===== config.mk =====
export PLATFORM = sky130hd
export DESIGN_NAME = dm_cache_ctrl
export DESIGN_NICKNAME = d
export VERILOG_FILES = /design/src/rtl/dm_cache_ctrl.sv
export SDC_FILE = /design/constraint.sdc
export NUM_CORES = 2
export LEC_CHECK = 0
export CELL_PAD_IN_SITES_DETAIL_PLACEMENT = 1
export CELL_PAD_IN_SITES_GLOBAL_PLACEMENT = 1
export CORE_MARGIN = 2
export CORE_UTILIZATION = 55
export DETAILED_ROUTE_END_ITERATION = 6
export PLACE_DENSITY_LB_ADDON = 0.1
export SETUP_SLACK_MARGIN = 0.2
export SLEW_MARGIN = 20
export SYNTH_ARGS = -nofsm -noshare
export SYNTH_HDL_FRONTEND = slang
export SYNTH_SLANG_ARGS = --single-unit

===== constraint.sdc =====
create_clock -name clk -period 6.4 [get_ports clk]
set_clock_uncertainty 0.15 [all_clocks]
set_input_delay 1.28 -clock clk [delete_from_list [all_inputs] [get_ports clk]]
set_output_delay 1.28 -clock clk [all_outputs]
set_load 0.01 [all_outputs]

===== src/rtl/dm_cache_ctrl.sv =====
// Direct-mapped, write-back / write-allocate cache controller with a
// single-beat-per-word backing-memory handshake.
module dm_cache_ctrl #(
    parameter int ADDR_W = 32,
    parameter int DATA_W = 32,
    parameter int LINES  = 16,
    parameter int WORDS  = 4
) (
    input  logic              clk,
    input  logic              rst,
    input  logic [ADDR_W-1:0] Addr,
    input  logic [DATA_W-1:0] DataIn,
    input  logic              Rd,
    input  logic              Wr,
    output logic [DATA_W-1:0] DataOut,
    output logic              Done,
    output logic              Stall,
    output logic              CacheHit,
    output logic              err,
    output logic [ADDR_W-1:0] mem_addr,
    output logic [DATA_W-1:0] mem_wdata,
    output logic              mem_rd,
    output logic              mem_wr,
    input  logic [DATA_W-1:0] mem_rdata,
    input  logic              mem_ack
);

    localparam int WORD_W = $clog2(WORDS);
    localparam int IDX_W  = $clog2(LINES);
    localparam int LA_W   = ADDR_W - 2;
    localparam int TAG_W  = LA_W - WORD_W - IDX_W;

    typedef enum logic [2:0] {
        IDLE      = 3'd0,
        COMPARE   = 3'd1,
        WRITEBACK = 3'd2,
        FILL      = 3'd3,
        FINISH    = 3'd4
    } state_t;

    state_t              state_q, state_d;
    logic [LA_W-1:0]     addr_q, addr_d;
    logic [DATA_W-1:0]   wdata_q, wdata_d;
    logic                op_wr_q, op_wr_d;
    logic [WORD_W-1:0]   beat_q, beat_d;
    logic                err_q, err_d;
    logic [LINES-1:0]    valid_q, valid_d;
    logic [LINES-1:0]    dirty_q, dirty_d;

    logic [DATA_W-1:0]   data_q [LINES][WORDS];
    logic [TAG_W-1:0]    tag_q  [LINES];

    logic                dw_en;
    logic [WORD_W-1:0]   dw_word;
    logic [DATA_W-1:0]   dw_data;
    logic                tag_we;

    logic [WORD_W-1:0]   req_word;
    logic [IDX_W-1:0]    req_idx;
    logic [TAG_W-1:0]    req_tag;
    logic                hit;
    logic                last_beat;

    assign req_word  = addr_q[WORD_W-1:0];
    assign req_idx   = addr_q[WORD_W +: IDX_W];
    assign req_tag   = addr_q[LA_W-1 -: TAG_W];
    assign hit       = valid_q[req_idx] && (tag_q[req_idx] == req_tag);
    assign last_beat = (beat_q == WORD_W'(WORDS - 1));
    assign err       = err_q;

    // Next-state, array write controls and all combinational outputs.
    always_comb begin
        state_d   = state_q;
        addr_d    = addr_q;
        wdata_d   = wdata_q;
        op_wr_d   = op_wr_q;
        beat_d    = beat_q;
        err_d     = 1'b0;
        valid_d   = valid_q;
        dirty_d   = dirty_q;
        dw_en     = 1'b0;
        dw_word   = req_word;
        dw_data   = wdata_q;
        tag_we    = 1'b0;
        Done      = 1'b0;
        CacheHit  = 1'b0;
        DataOut   = {DATA_W{1'b0}};
        Stall     = (state_q != IDLE);
        mem_addr  = {ADDR_W{1'b0}};
        mem_wdata = {DATA_W{1'b0}};
        mem_rd    = 1'b0;
        mem_wr    = 1'b0;

        case (state_q)
            IDLE: begin
                if ((Rd ^ Wr) && (Addr[1:0] == 2'b00)) begin
                    addr_d  = Addr[ADDR_W-1:2];
                    wdata_d = DataIn;
                    op_wr_d = Wr;
                    beat_d  = {WORD_W{1'b0}};
                    state_d = COMPARE;
                end else if (Rd || Wr) begin
                    err_d = 1'b1;
                end else begin
                    state_d = IDLE;
                end
            end
            COMPARE: begin
                beat_d = {WORD_W{1'b0}};
                if (hit) begin
                    Done     = 1'b1;
                    CacheHit = 1'b1;
                    if (op_wr_q) begin
                        dw_en            = 1'b1;
                        dirty_d[req_idx] = 1'b1;
                    end else begin
                        DataOut = data_q[req_idx][req_word];
                    end
                    state_d = IDLE;
                end else if (valid_q[req_idx] && dirty_q[req_idx]) begin
                    state_d = WRITEBACK;
                end else begin
                    state_d = FILL;
                end
            end
            WRITEBACK: begin
                // Victim address is rebuilt from the stored tag, not the request.
                mem_wr    = 1'b1;
                mem_addr  = {tag_q[req_idx], req_idx, beat_q, 2'b00};
                mem_wdata = data_q[req_idx][beat_q];
                if (mem_ack) begin
                    beat_d = beat_q + WORD_W'(1);
                    if (last_beat) begin
                        state_d = FILL;
                    end else begin
                        state_d = WRITEBACK;
                    end
                end else begin
                    state_d = WRITEBACK;
                end
            end
            FILL: begin
                mem_rd   = 1'b1;
                mem_addr = {req_tag, req_idx, beat_q, 2'b00};
                if (mem_ack) begin
                    dw_en   = 1'b1;
                    dw_word = beat_q;
                    dw_data = mem_rdata;
                    beat_d  = beat_q + WORD_W'(1);
                    if (last_beat) begin
                        valid_d[req_idx] = 1'b1;
                        dirty_d[req_idx] = 1'b0;
                        tag_we           = 1'b1;
                        state_d          = FINISH;
                    end else begin
                        state_d = FILL;
                    end
                end else begin
                    state_d = FILL;
                end
            end
            FINISH: begin
                Done = 1'b1;
                if (op_wr_q) begin
                    dw_en            = 1'b1;
                    dirty_d[req_idx] = 1'b1;
                end else begin
                    DataOut = data_q[req_idx][req_word];
                end
                state_d = IDLE;
            end
            default: begin
                state_d = IDLE;
            end
        endcase
    end

    // Control state and per-line valid/dirty bits.
    always_ff @(posedge clk or posedge rst) begin
        if (rst) begin
            state_q <= IDLE;
            addr_q  <= {LA_W{1'b0}};
            wdata_q <= {DATA_W{1'b0}};
            op_wr_q <= 1'b0;
            beat_q  <= {WORD_W{1'b0}};
            err_q   <= 1'b0;
            valid_q <= {LINES{1'b0}};
            dirty_q <= {LINES{1'b0}};
        end else begin
            state_q <= state_d;
            addr_q  <= addr_d;
            wdata_q <= wdata_d;
            op_wr_q <= op_wr_d;
            beat_q  <= beat_d;
            err_q   <= err_d;
            valid_q <= valid_d;
            dirty_q <= dirty_d;
        end
    end

    // Data and tag storage; contents are qualified by valid, so no reset.
    always_ff @(posedge clk) begin
        if (dw_en) begin
            data_q[req_idx][dw_word] <= dw_data;
        end
        if (tag_we) begin
            tag_q[req_idx] <= req_tag;
        end
    end

endmodule


==> impl_metrics.ini <==
[setup_path]
slowest_delay_ns = 0.56
crit_path_start_kind = flip-flop
required_ns = 4.97
critPathCaptureType = primary output
arrival_ns = 5.13
crit_type = reg2out
cp_slowest_cell = or4_4
critPathBufInv = 7
path_max_fanout = 8
path_cells = buf_8 -> buf_12 -> mux4_2 -> mux2i_2 -> buf_4 -> and3_4 -> a2111oi_4 -> nand4b_1 -> or4_4 -> nor4_4 -> buf_4 -> a22oi_2 -> or2_4 -> buf_12 -> clkbuf_16 -> nor2b_1 -> buf_2
crit_cells = 17
ff2ff_path_depth = 16
critPathTopFamily = simple AND/OR/NAND/NOR gates

[layout]
nFillCells = 14181
drive_above_1_share_pct = 33.8
nets = 4973
synthToLayoutAreaGrowth_pct = 16.8
regArea_um2 = 75600
final_cells = 7435
multi_input_area_um2 = 23800

[global_routing]
grt_start_max_net_pins = 124
overflow = 0
grt_pass1_vias = 51832
grt_pass1_wl_mm = 405
grt_use_total_pct = 31.8
antenna_found_initial = 16

[yosys]
yosysWarnings = 0
synthFlopType = edfxtp_1
netlist_top_cells_count = edfxtp_1, mux4_2, nand2_1, clkbuf_1, nor2_1
syn-instance-count = 4378
synth_area_um2 = 99600
yosysSeqAreaShare_pct = 75.9
ys_ff_latch = 2533
synthTopCellsByArea = edfxtp_1, mux4_2, dfrtp_1
synth_area_per_cell_um2 = 22.7
yosysMostFrequentCell = edfxtp_1
yosysTopAreaCellShare_pct = 73.4
synthArstFlopShare_pct = 3.99
synth.distinct_cells = 70
synth-edff-count = 2432
yosys.area.top_type = edfxtp_1

[clock_network]
cts_tree = done
cts.root.buffer_cell = clkbuf_16
h-tree-depth = 5
cts_buffers = 277
hold_buffers = 0
cts_buffer_depth = 4
clk_latency_ns = 0.93
clkSinkCount = 2533
clk_pin_slew_ns = 0.06

[drt]
wl_per_cell_um = 39.2
wirelength_mm = 291
drt_first_iter_violations = 5936
vias = 49904
drc = 0
postRouteAntennaNets = 0
dr.pass1.iters = 5
viasPerCell = 6.71

[power_and_ir_drop]
power_leakage_nw = 37.1
peakVddDrop_v = 0.000286
totalPowerFinal_mw = 55.6
power.density_nw_per_um2 = 478

[sta]
setup_ws_ns = -0.159
fmax_mhz = 152
finalSetupViolCount = 36
period_minus_slack_ns = 6.56
rsz0062_at_grt = yes
slew_viol_final = 0
worstMarginPinSlew_ns = 1.17
min_period_over_period_pct = 102
tns_ns = -2.98
max-slew-margin-rel_pct = 21.9
final_hold_viol_count = 0

[die]
io_pins = 203
dieArea_um2 = 184000
start_util_pct = 55.2
core_region_area_um2 = 180000
chipHeight_um = 429
die_w_um = 429
num_rows = 156

[worst_hold_path]
hold_class = reg2reg
hold_depth = 1

[placement]
place_inst = 6915
routabilityCongestion = 0.836
port-buffer-count = 200
dp_hpwl_mm = 164

[status]
violations = setup timing
status = finished with violations

[flow_run]
maxCapViolCount = 0
## cells in the final DEF (no fill, tap or decap), types with 81 or more instances in the layout
cell,synthesis,final
nand2_1,140,105
mux4_2,763,763
clkdlybuf4s50_1,0,159
edfxtp_1,2432,2432
dfrtp_1,101,94
mux2i_1,94,91
mux2_2,85,85
buf_4,9,136
nor2_4,0,81
clkbuf_16,0,290
## cell families (layout without fill, tap and decap cells)
logic type,count (synthesis),after routing,share of synthesized area [%]
simple gates,452,452,2.25
other cells,1,14,0.00377
buf+inv,263,937,1.21
flops,2533,2533,75.9
compound gates,159,159,1.20
fa+ha+maj,2,2,0.0251
mux,947,947,19.2
xor+xnor,21,21,0.185
## metal layers
layer	global-route usage, %	vias to the layer above	wire length (um)
met1	42.7	27246	108000
li1	-	19532	-
met4	15.2	2	15600
met5	0	-	17
met2	51.4	2540	144000
met3	5.52	584	23700
## worst paths after layout
| kind | start | end | slack [ns] |
|---|---|---|---|
| max in group asynchronous | rst | beat_q[0]$_DFFE_PP0P_ | 4.35 |
| worst min register to register | valid_q[1]$_DFFE_PP0P_ | valid_q[1]$_DFFE_PP0P_ | 0.32 |
| worst max register to register | addr_q[2]$_DFFE_PP0P_ | data_q[0][88]$_DFFE_PP_ | 1.01 |
| worst max-delay path | addr_q[2]$_DFFE_PP0P_ | DataOut[30] | -0.16 |
| min in group asynchronous | rst | wdata_q[10]$_DFFE_PP0P_ | 0.70 |
| worst min-delay path | valid_q[1]$_DFFE_PP0P_ | valid_q[1]$_DFFE_PP0P_ | 0.32 |
## state kept, by name, summed over array words and instances, names as in the netlist, named ones only
signal   cells
addr_q      30
beat_q       2
data_q    2048
err          1
op_wr_q      1
state_q      3
tag_q      384
valid_q     16
wdata_q     32
## worst reg2reg max path: stages (launching register included)
cell and delay, ns:
dfrtp_4 0.55, buf_8 0.17, buf_12 0.15, mux4_2 0.34, mux2i_2 0.08, buf_4 0.16, and3_4 0.18, a2111oi_4 0.26
nand4b_1 0.13, or4_4 0.56, nor4_4 0.38, buf_4 0.19, a22oi_2 0.08, buf_6 0.23, o32a_2 0.53, nor2_4 0.62
buf_12 0.31
## per-stage QoR
step	area [um^2]	setup WS, ns	hold slack [ns]	utilization (%)
final	116000	-0.159	0.318	64.5
after global routing	116000	-0.260	0.340	64.5
after CTS	116000	-0.167	0.319	64.2
after detailed placement	107000	-0.0969	0.304	59.2
after global placement	107000	0.0499	0.297	59.2
after floorplan	99600	1.42	0.284	-
## power breakdown
group	internal, mW	leakage (nW)	switching [mW]
Sequential	21.0	23.5	0.577
Clock	8.83	4.08	6.29
Combinational	7.52	9.56	11.4
## area by class of cell
cell class              count  area share, %
repair buffers            460           4.73
clock inverters           115          0.882
diodes                     12         0.0258
well taps                2370           2.55
multi-input cells        1583           20.5
clock buffers             347           6.30
flip-flops and latches   2533           65.0
inverters                  15         0.0602
## timing repair
action / 4_1_cts / 5_1_grt
hold endpoints to repair: 0 / 0
gates resized for setup: 184 / 76
endpoints found under the setup margin: 66 / 61
setup buffers: 21 / 7
pin swaps: 9 / 13
cloned: 10 / 7
Power figures use the tool's default switching activity.
